<file path="src/rtl/golden_nonce_uart_tx_if.sv">
// Nonce event input and UART/status outputs of the golden-nonce reporter.
// The master modport drives nonce events; the slave modport is the transmitter.
`timescale 1ns/1ps
interface golden_nonce_uart_tx_if #(
    parameter int FIFO_DEPTH_LOG2 = 2
);
    logic                     nonce_valid;
    logic [31:0]              nonce;
    logic                     uart_tx;
    logic                     busy;
    logic                     overflow;
    logic [FIFO_DEPTH_LOG2:0] fifo_count;

    modport master (
        output nonce_valid, nonce,
        input  uart_tx, busy, overflow, fifo_count
    );

    modport slave (
        input  nonce_valid, nonce,
        output uart_tx, busy, overflow, fifo_count
    );
endinterface

</file>
<file path="src/rtl/golden_nonce_uart_tx.sv">
// Buffers golden nonces in a small FIFO and sends each as 8N1 bytes, MSB byte first.
// Latency: nonce sampled at E0 into an empty idle block drives uart_tx low after E2.
// Backpressure: none upstream; a nonce arriving at a full FIFO with no pop is dropped and overflow sticks.
// Optional checksum byte (XOR of the nonce bytes) when NONCE_TX_CHECKSUM_EN is defined.
`timescale 1ns/1ps
module golden_nonce_uart_tx #(
    parameter int BAUD_DIV        = 868,
    parameter int FIFO_DEPTH_LOG2 = 2
) (
    input  logic                  hash_clk,
    input  logic                  reset,
    golden_nonce_uart_tx_if.slave bus
);
    localparam int DEPTH = 1 << FIFO_DEPTH_LOG2;
    localparam int PW    = FIFO_DEPTH_LOG2;
    localparam int CW    = (BAUD_DIV > 1) ? $clog2(BAUD_DIV) : 1;
    localparam logic [CW-1:0] BAUD_MAX = CW'(BAUD_DIV - 1);
    localparam logic [PW:0]   FULL_CNT = (PW + 1)'(DEPTH);
`ifdef NONCE_TX_CHECKSUM_EN
    localparam logic [2:0] LAST_BYTE = 3'd4;
`else
    localparam logic [2:0] LAST_BYTE = 3'd3;
`endif

    typedef enum logic [1:0] {IDLE, START, DATA, STOP} state_t;

    state_t        state_q, state_d;
    logic [CW-1:0] baud_q, baud_d;
    logic [2:0]    bit_q, bit_d;
    logic [2:0]    byte_idx_q, byte_idx_d;
    logic [31:0]   word_q, word_d;
    logic [7:0]    sh_q, sh_d;
    logic [PW-1:0] wr_ptr_q, wr_ptr_d;
    logic [PW-1:0] rd_ptr_q, rd_ptr_d;
    logic [PW:0]   count_q, count_d;
    logic          ovf_q, ovf_d;
    logic          busy_q, busy_d;
    logic          tx_q, tx_d;
    logic [31:0]   mem_q [DEPTH];

    logic fifo_full, pop, push, baud_wrap;

    function automatic logic [7:0] pick_byte(input logic [31:0] w, input logic [2:0] idx);
        logic [7:0] b;
        case (idx)
            3'd0:    b = w[31:24];
            3'd1:    b = w[23:16];
            3'd2:    b = w[15:8];
            3'd3:    b = w[7:0];
`ifdef NONCE_TX_CHECKSUM_EN
            default: b = w[31:24] ^ w[23:16] ^ w[15:8] ^ w[7:0];
`else
            default: b = 8'h00;
`endif
        endcase
        return b;
    endfunction

    assign fifo_full = (count_q == FULL_CNT);
    assign pop       = (state_q == IDLE) && (count_q != '0);
    // A pop in the same cycle frees a slot, so a full FIFO can still accept.
    assign push      = bus.nonce_valid && (!fifo_full || pop);
    assign baud_wrap = (baud_q == BAUD_MAX);

    always_comb begin
        wr_ptr_d = push ? wr_ptr_q + PW'(1) : wr_ptr_q;
        rd_ptr_d = pop  ? rd_ptr_q + PW'(1) : rd_ptr_q;
        case ({push, pop})
            2'b10:   count_d = count_q + (PW + 1)'(1);
            2'b01:   count_d = count_q - (PW + 1)'(1);
            default: count_d = count_q;
        endcase
        ovf_d  = ovf_q | (bus.nonce_valid & fifo_full & ~pop);
        busy_d = (state_q != IDLE) || (count_q != '0);
    end

    always_comb begin
        state_d    = state_q;
        bit_d      = bit_q;
        byte_idx_d = byte_idx_q;
        word_d     = word_q;
        sh_d       = sh_q;
        baud_d     = (state_q == IDLE || baud_wrap) ? '0 : baud_q + CW'(1);
        case (state_q)
            IDLE: begin
                if (pop) begin
                    word_d     = mem_q[rd_ptr_q];
                    sh_d       = mem_q[rd_ptr_q][31:24];
                    byte_idx_d = 3'd0;
                    bit_d      = 3'd0;
                    state_d    = START;
                end
            end
            START: begin
                if (baud_wrap) begin
                    bit_d   = 3'd0;
                    state_d = DATA;
                end
            end
            DATA: begin
                if (baud_wrap) begin
                    sh_d = sh_q >> 1;
                    if (bit_q == 3'd7) begin
                        state_d = STOP;
                    end else begin
                        bit_d = bit_q + 3'd1;
                    end
                end
            end
            STOP: begin
                if (baud_wrap) begin
                    if (byte_idx_q == LAST_BYTE) begin
                        state_d = IDLE;
                    end else begin
                        byte_idx_d = byte_idx_q + 3'd1;
                        sh_d       = pick_byte(word_q, byte_idx_q + 3'd1);
                        state_d    = START;
                    end
                end
            end
            default: state_d = IDLE;
        endcase
        // Line follows the state one cycle later so uart_tx comes straight off a flop.
        tx_d = (state_q == START) ? 1'b0 : (state_q == DATA) ? sh_q[0] : 1'b1;
    end

    always_ff @(posedge hash_clk or posedge reset) begin
        if (reset) begin
            state_q    <= IDLE;
            baud_q     <= '0;
            bit_q      <= '0;
            byte_idx_q <= '0;
            word_q     <= '0;
            sh_q       <= '0;
            wr_ptr_q   <= '0;
            rd_ptr_q   <= '0;
            count_q    <= '0;
            ovf_q      <= 1'b0;
            busy_q     <= 1'b0;
            tx_q       <= 1'b1;
        end else begin
            state_q    <= state_d;
            baud_q     <= baud_d;
            bit_q      <= bit_d;
            byte_idx_q <= byte_idx_d;
            word_q     <= word_d;
            sh_q       <= sh_d;
            wr_ptr_q   <= wr_ptr_d;
            rd_ptr_q   <= rd_ptr_d;
            count_q    <= count_d;
            ovf_q      <= ovf_d;
            busy_q     <= busy_d;
            tx_q       <= tx_d;
        end
    end

    always_ff @(posedge hash_clk) begin
        if (push) begin
            mem_q[wr_ptr_q] <= bus.nonce;
        end
    end

    assign bus.uart_tx    = tx_q;
    assign bus.busy       = busy_q;
    assign bus.overflow   = ovf_q;
    assign bus.fifo_count = count_q;
endmodule
</file>
<file path="src/flat_wrapper.sv">
// flat-port wrapper written by rule: the top's interface ports become plain ports
module golden_nonce_uart_tx_flat 
#(
    parameter int BAUD_DIV        = 868,
    parameter int FIFO_DEPTH_LOG2 = 2
)
  (hash_clk, reset, bus_nonce_valid, bus_nonce, bus_uart_tx, bus_busy, bus_overflow, bus_fifo_count);
  golden_nonce_uart_tx_if #(.FIFO_DEPTH_LOG2(FIFO_DEPTH_LOG2)) bus_i ();
  input  logic hash_clk;
  input  logic reset;
  input wire logic [$bits(bus_i.nonce_valid)-1:0] bus_nonce_valid;
  input wire logic [$bits(bus_i.nonce)-1:0] bus_nonce;
  output wire logic [$bits(bus_i.uart_tx)-1:0] bus_uart_tx;
  output wire logic [$bits(bus_i.busy)-1:0] bus_busy;
  output wire logic [$bits(bus_i.overflow)-1:0] bus_overflow;
  output wire logic [$bits(bus_i.fifo_count)-1:0] bus_fifo_count;
  assign bus_i.nonce_valid = bus_nonce_valid;
  assign bus_i.nonce = bus_nonce;
  assign bus_uart_tx = bus_i.uart_tx;
  assign bus_busy = bus_i.busy;
  assign bus_overflow = bus_i.overflow;
  assign bus_fifo_count = bus_i.fifo_count;
  golden_nonce_uart_tx #(.BAUD_DIV(BAUD_DIV), .FIFO_DEPTH_LOG2(FIFO_DEPTH_LOG2)) u_core (.hash_clk(hash_clk), .reset(reset), .bus(bus_i));
endmodule
</file>
<file path="config.mk">
export PLATFORM = sky130hd
export DESIGN_NAME = golden_nonce_uart_tx_flat
export DESIGN_NICKNAME = d
export VERILOG_FILES = /design/src/rtl/golden_nonce_uart_tx_if.sv /design/src/rtl/golden_nonce_uart_tx.sv /design/src/flat_wrapper.sv
export SDC_FILE = /design/constraint.sdc
export NUM_CORES = 1
export LEC_CHECK = 0
export BUFFER_PORTS_ARGS = -buffer_cell sky130_fd_sc_hd__buf_2
export CELL_PAD_IN_SITES_DETAIL_PLACEMENT = 0
export CELL_PAD_IN_SITES_GLOBAL_PLACEMENT = 2
export CORE_ASPECT_RATIO = 1.5
export CORE_UTILIZATION = 35
export CTS_BUF_LIST = sky130_fd_sc_hd__clkbuf_8 sky130_fd_sc_hd__clkbuf_16
export DETAILED_ROUTE_END_ITERATION = 6
export PLACE_DENSITY = 0.68
export SYNTH_ARGS = -nofsm -noshare
export SYNTH_HDL_FRONTEND = slang
export SYNTH_SLANG_ARGS = --single-unit
export TNS_END_PERCENT = 30
</file>
<file path="constraint.sdc">
create_clock -name hash_clk -period 2.83 [get_ports hash_clk]
set_input_delay 0.566 -clock hash_clk [delete_from_list [all_inputs] [get_ports hash_clk]]
set_output_delay 0.566 -clock hash_clk [all_outputs]
set_load 0.05 [all_outputs]
</file>
==> results of run 1 <==
## power groups by stage
stage	clock network (mW)	logic (mW)	registers, mW
floorplan	0	2.41	4.34
global placement	0	3.23	4.42
detailed placement	0	3.28	4.46
CTS	2.41	3.30	4.40
global route	2.52	3.56	4.49
finish	2.35	3.20	4.39
## state kept, by name, summed over array words and instances, names as in the netlist
name	cells
u_core.bus.busy	1
u_core.rd_ptr_q	2
u_core.bus.overflow	1
u_core.word_q	32
u_core.wr_ptr_q	2
u_core.bus.uart_tx	1
u_core.mem_q	128
u_core.baud_q	10
u_core.bit_q	3
u_core.state_q	2
u_core.byte_idx_q	3
u_core.sh_q	8
u_core.bus.fifo_count	3
## through the flow
| step | hold WS [ns] | worst slack (ns) | cell area [um^2] | cells |
|---|---|---|---|---|
| 2_1_floorplan | 0.446 | 0.382 | 8120 | 537 |
| 3_3_place_gp | 0.449 | 0.355 | 8670 | 834 |
| 3_5_place_dp | 0.453 | 0.281 | 8670 | 834 |
| 4_1_cts | 0.263 | 0.270 | 9240 | 866 |
| 5_1_grt | 0.300 | 0.112 | 9240 | 866 |
| 6_report | 0.241 | 0.300 | 9240 | 866 |
## layout make-up
| class | count | area (um^2) | share of cell area (%) |
|---|---|---|---|
| Sequential cell | 196 | 5550 | 60.0 |
| Multi-Input combinational cell | 291 | 2390 | 25.8 |
| Clock buffer | 17 | 425 | 4.60 |
| Tap cell | 276 | 345 | 3.74 |
| Timing Repair Buffer | 51 | 308 | 3.33 |
| Clock inverter | 15 | 150 | 1.62 |
| Inverter | 20 | 75.1 | 0.812 |
## synth_stat cells (all sizes together), types with 3 or more instances
cell type    n
nand2       90
o22ai        7
edfxtp     128
and2         5
mux4        25
nor2        16
a22o         4
a221o        6
mux2i       19
nand3        6
ha          18
xor2         8
clkbuf      19
a211oi       7
nor2b        8
and3         3
o21ai        3
a21o         8
a22oi       16
xnor2        6
dfrtp       67
inv         20
mux2         9
buf         11
## cell families (layout without fill, tap and decap cells)
family	after synthesis	count (layout)
AOI/OAI and AO/OA	63	63
xor gates and xnor gates	14	14
adders and majority gates	19	19
buffers and inverters	50	103
DFF	196	196
muxes	53	53
and+or+nand+nor	142	142
## metal layers
layer | track usage [%] | share of wire [%]
met1 | 17.2 | 41
met2 | 26.6 | 55
met3 | 3.09 | 2.7
met4 | 5.79 | 1.7
met5 | 0 | 0
## worst max-delay path by stage
| stage | from | end | slack (ns) |
|---|---|---|---|
| final | u_core.state_q[1] | u_core.bus.fifo_count[2] | 0.30 |
| after global routing | u_core.state_q[0] | u_core.bus.fifo_count[2] | 0.11 |
| after CTS | u_core.state_q[0] | u_core.bus.fifo_count[2] | 0.27 |
| after detailed placement | u_core.state_q[0] | u_core.bus.fifo_count[2] | 0.28 |
| after global placement | u_core.state_q[0] | u_core.bus.fifo_count[2] | 0.36 |
| after floorplan | u_core.bus.fifo_count[0] | u_core.bus.fifo_count[2] | 0.38 |
## worst reg2reg max path, cell delays in order, from the launching register on
cell	delay [ns]
dfrtp_1	0.43
inv_1	0.09
ha_1	0.20
nor4b_1	0.39
nor2b_1	0.23
inv_1	0.10
ha_1	0.18
inv_1	0.06
fa_1	0.37
xor2_1	0.15
nor2_1	0.11
xor2_1	0.16
==> results.json, run 1 <==
{
  "postCtsResizedCells": 0,
  "fin_crit_ns": 2.53,
  "synth-compound-area-share_pct": 6.21,
  "dieArea_um2": 23800,
  "synthSimpleGateAreaFrac_pct": 7.98,
  "tritoncts": "built",
  "mostFrequentLayoutCell": "edfxtp_1",
  "clkSinkCount": 196,
  "antenna_found_initial": 0,
  "nets": 631,
  "r2r_end": "u_core.bus.fifo_count[2]",
  "antenna_left": 0,
  "grt_max_degree": 41,
  "dp_hpwl_mm": 10.5,
  "cts_hold_buf": 0,
  "r2r.worst_path.cells": 11,
  "start_util_pct": 36.0,
  "crit_cells": 11,
  "wl_per_cell_um": 18.6,
  "avgViaCountPerCell": 5.05,
  "synth_xor_xnor_area_share_pct": 1.51,
  "end_kind": "register",
  "path_max_fanout": 8,
  "core-area_um2": 22600,
  "drt-total-wl_mm": 16.1,
  "hold_path.class": "in2async",
  "clk_pin_slew_ns": 0.07,
  "swShare_pct": 34.1,
  "grt.overflow.total": 0,
  "clockBufferDepth": 2,
  "syn_to_final_growth_pct": 13.8,
  "p_switching_mw": 3.39,
  "grt_pass1_wl_mm": 26.3,
  "ys_seq_area_share_pct": 68.3,
  "rr_startpoint": "u_core.state_q[1]",
  "synth_edf_count": 128,
  "cts_setup_buffers": 0,
  "required_ns": 3.19,
  "crit_top_cell": "inv_1",
  "ir_drop_mv": 0.446,
  "die_h_um": 189,
  "finClkSkew_ns": 0.00862,
  "clockPowerShare_pct": 23.6,
  "gp_congestion": 0.738,
  "ioPinCount": 41,
  "rrSetupSlack_ns": 0.30,
  "p_per_area_nw_per_um2": 1080,
  "yosysTopAreaCell": "edfxtp_1",
  "setup_viol": 0,
  "drive_gt1_share_pct": 21.4,
  "synthFlopType": "edfxtp_1",
  "layout_common_cells": "edfxtp_1, nand2_1, dfrtp_1, buf_2, mux4_2",
  "grt_pass1_vias": 4826,
  "portBuffers": 40,
  "fin_util_pct": 41.0,
  "cts_inserted_buffers": 17,
  "critPathSlowestCell": "dfrtp_1",
  "num_rows": 67,
  "synthMuxAreaShare_pct": 10.5,
  "ys_ff_latch": 196,
  "fp.dieW_um": 126,
  "fin_crit_sh_pct": 89.4,
  "yosys.area_share.adder_pct": 3.02,
  "syn_avg_cell_area_um2": 15.1,
  "timing.fmax_mhz": 395,
  "syn_inst": 537,
  "insertedDiodeCount": 0,
  "grtUsageTotal_pct": 14.8,
  "drv_slew": 0,
  "status": "completed",
  "cp_cell_sequence": "inv_1, ha_1, nor4b_1, nor2b_1, inv_1, ha_1, inv_1, fa_1, xor2_1, nor2_1, xor2_1",
  "critPathArrivalTime_ns": 2.89,
  "maxCapViolCount": 0,
  "yosysUniqueCellTypes": 52,
  "n_fill_cell": 2054,
  "dr.pass1.iters": 4,
  "power.share.combinational_pct": 32.2,
  "cp-start-kind": "register",
  "cts_root_buf": "clkbuf_16",
  "synth_top_family_by_area": "multiplexers",
  "htree_levels": 4,
  "p_int_mw": 6.55,
  "crit_family": "adder cells",
  "ys.warnings.count": 0,
  "slowest_delay_ns": 0.43,
  "synthesis.nets": 591,
  "power_leakage_nw": 3.65,
  "synth_top_area_share_pct": 47.3,
  "netlist_area_um2": 8120,
  "rsz0062_at_grt": "no",
  "netlist_top_cells_area": "edfxtp_1, dfrtp_1, mux4_2, nand2_1, ha_1",
  "vias": 4371,
  "tightestPinTransition_ns": 0.704,
  "finalHoldViolations": 0,
  "synthArstFlopShare_pct": 34.7,
  "seq_power_share_pct": 44.2,
  "clkLatencyLatePin_ns": 0.44,
  "path_class": "reg2reg",
  "tns_ns": 0,
  "slew_headroom_pct": 53.0,
  "drc": 0,
  "drtIter0Drc": 207,
  "power_mw": 9.94,
  "path_buf_inv": 3
}
(Power assumes the default switching activity.)
==> run 2, diff against run 1 <==
clock period = 2.6 ns   (was 2.83 ns; I/O delays follow)
==> run 2 against run 1 <==
Against the previous run:
- worst hold slack got worse by 0.093 ns
- clock skew up 0.0024 ns
- global-route usage down 0.079 points
- fmax up 6.5%
- sequential share of layout area rose by 0.073 points
- cell area decreased by 0.12%
- largest cell class unchanged
- largest power group unchanged
- highest routed layer unchanged
==> results.json, run 2 (same netlist as run 1, synthesis figures left out) <==
{
  "tritoncts": "built",
  "grt_pass1_vias": 4726,
  "drtIter0Drc": 286,
  "dp_hpwl_mm": 10.5,
  "antenna_found_initial": 0,
  "grt_pass1_wl_mm": 26.0,
  "htree_levels": 4,
  "fp.dieW_um": 126,
  "vias": 4342,
  "portBuffers": 40,
  "cp_cell_sequence": "inv_1, ha_1, buf_4, or4b_1, nand2b_1, a221oi_4, mux2_2",
  "timing.fmax_mhz": 421,
  "tightestPinTransition_ns": 0.596,
  "dieArea_um2": 23800,
  "clockPowerShare_pct": 22.8,
  "drc": 0,
  "cts_root_buf": "clkbuf_16",
  "clkLatencyLatePin_ns": 0.44,
  "avgViaCountPerCell": 5.01,
  "slowest_delay_ns": 0.44,
  "critPathSlowestCell": "a221oi_4",
  "ioPinCount": 41,
  "syn_to_final_growth_pct": 13.6,
  "required_ns": 2.92,
  "clockBufferDepth": 2,
  "path_buf_inv": 2,
  "antenna_left": 0,
  "grt.overflow.total": 0,
  "layout_common_cells": "edfxtp_1, nand2_1, dfrtp_1, buf_2, mux4_2",
  "cts_hold_buf": 0,
  "tns_ns": 0,
  "p_int_mw": 7.03,
  "grtUsageTotal_pct": 14.8,
  "crit_family": "simple AND/OR/NAND/NOR gates",
  "seq_power_share_pct": 44.5,
  "hold_path.class": "in2async",
  "fin_crit_sh_pct": 91.4,
  "ir_drop_mv": 0.544,
  "status": "completed",
  "cts_inserted_buffers": 17,
  "fin_crit_ns": 2.38,
  "largest-register": "u_core.mem_q",
  "drt-total-wl_mm": 16.1,
  "clkSinkCount": 196,
  "fin_util_pct": 40.9,
  "power.share.combinational_pct": 32.7,
  "path_max_fanout": 8,
  "cp-start-kind": "register",
  "nets": 632,
  "maxCapViolCount": 0,
  "die_h_um": 189,
  "clk_pin_slew_ns": 0.07,
  "num_rows": 67,
  "p_per_area_nw_per_um2": 1160,
  "end_kind": "register",
  "mostFrequentLayoutCell": "edfxtp_1",
  "p_switching_mw": 3.68,
  "dr.pass1.iters": 4,
  "gp_congestion": 0.760,
  "grt_max_degree": 45,
  "drv_slew": 0,
  "setup_viol": 0,
  "path_class": "reg2reg",
  "largestRegisters": "u_core.mem_q: 128 flops, u_core.word_q: 32 flops, u_core.baud_q: 10 flops",
  "rsz0062_at_grt": "no",
  "core-area_um2": 22600,
  "finClkSkew_ns": 0.0110,
  "drive_gt1_share_pct": 21.5,
  "critPathArrivalTime_ns": 2.69,
  "slew_headroom_pct": 60.2,
  "largest_register_ffs": 128,
  "wl_per_cell_um": 18.6,
  "swShare_pct": 34.3,
  "n_fill_cell": 2061,
  "insertedDiodeCount": 0,
  "finalHoldViolations": 0,
  "power_leakage_nw": 3.65,
  "start_util_pct": 36.0
}
[run 2: through the flow]
step           worst slack (ns)  cell area (um^2)  total power, mW  cells  hold WS [ns]
2_1_floorplan             0.152              8120             7.34    537         0.446
3_3_place_gp              0.283              8670             8.32    835         0.462
3_5_place_dp              0.165              8670             8.42    835         0.465
4_1_cts                   0.143              9220             10.9    867         0.144
5_1_grt                  0.0323              9230             11.4    867         0.184
6_report                  0.225              9230             10.7    867         0.148
[run 2: worst paths after layout]
check	start	cells after the start	slack, ns	end
max in group asynchronous	reset	3	1.73	u_core.bus.uart_tx
worst min register to register	u_core.word_q[13]	2	0.48	u_core.word_q[13]
min in group hash_clk	bus_nonce[9]	1	0.29	u_core.mem_q[3][9]
worst max register to register	u_core.state_q[1]	7	0.22	u_core.sh_q[5]
worst min-delay path	reset	2	0.15	u_core.word_q[28]
worst max-delay path	u_core.state_q[1]	7	0.22	u_core.sh_q[5]
[run 2: repair_timing]
| action | CTS | global route |
|---|---|---|
| gates resized for setup | 0 | 1 |
| endpoints found under the setup margin | 0 | 1 |
| buffers inserted | 0 | 0 |
[run 2: layout make-up]
class                      count  area (um^2)  area share (%)
clock inverter                15          125            1.36
timing repair buffer          52          315            3.42
sequential                   196         5550            60.1
inverter                      20         75.1           0.813
multi-input combinational    291         2390            25.9
clock buffer                  17          425            4.61
tap                          276          345            3.74
[run 2: per-layer routing]
metal | global-route usage, % | vias up | share of wire [%] | wire [um]
met3 | 3.04 | 15 | 2.5 | 405
li1 | - | 2062 | - | -
met2 | 26.8 | 52 | 56 | 9000
met4 | 5.56 | 0 | 1.5 | 238
met5 | 0 | - | 0 | 0
met1 | 16.9 | 2213 | 40 | 6480
[run 2: power by group through the flow]
stage / Sequential, mW / Clock, mW / Combinational (mW)
2_1_floorplan: 4.72 / 0 / 2.62
3_3_place_gp: 4.80 / 0 / 3.52
3_5_place_dp: 4.84 / 0 / 3.58
4_1_cts: 4.77 / 2.52 / 3.60
5_1_grt: 4.87 / 2.64 / 3.88
6_report: 4.76 / 2.45 / 3.50
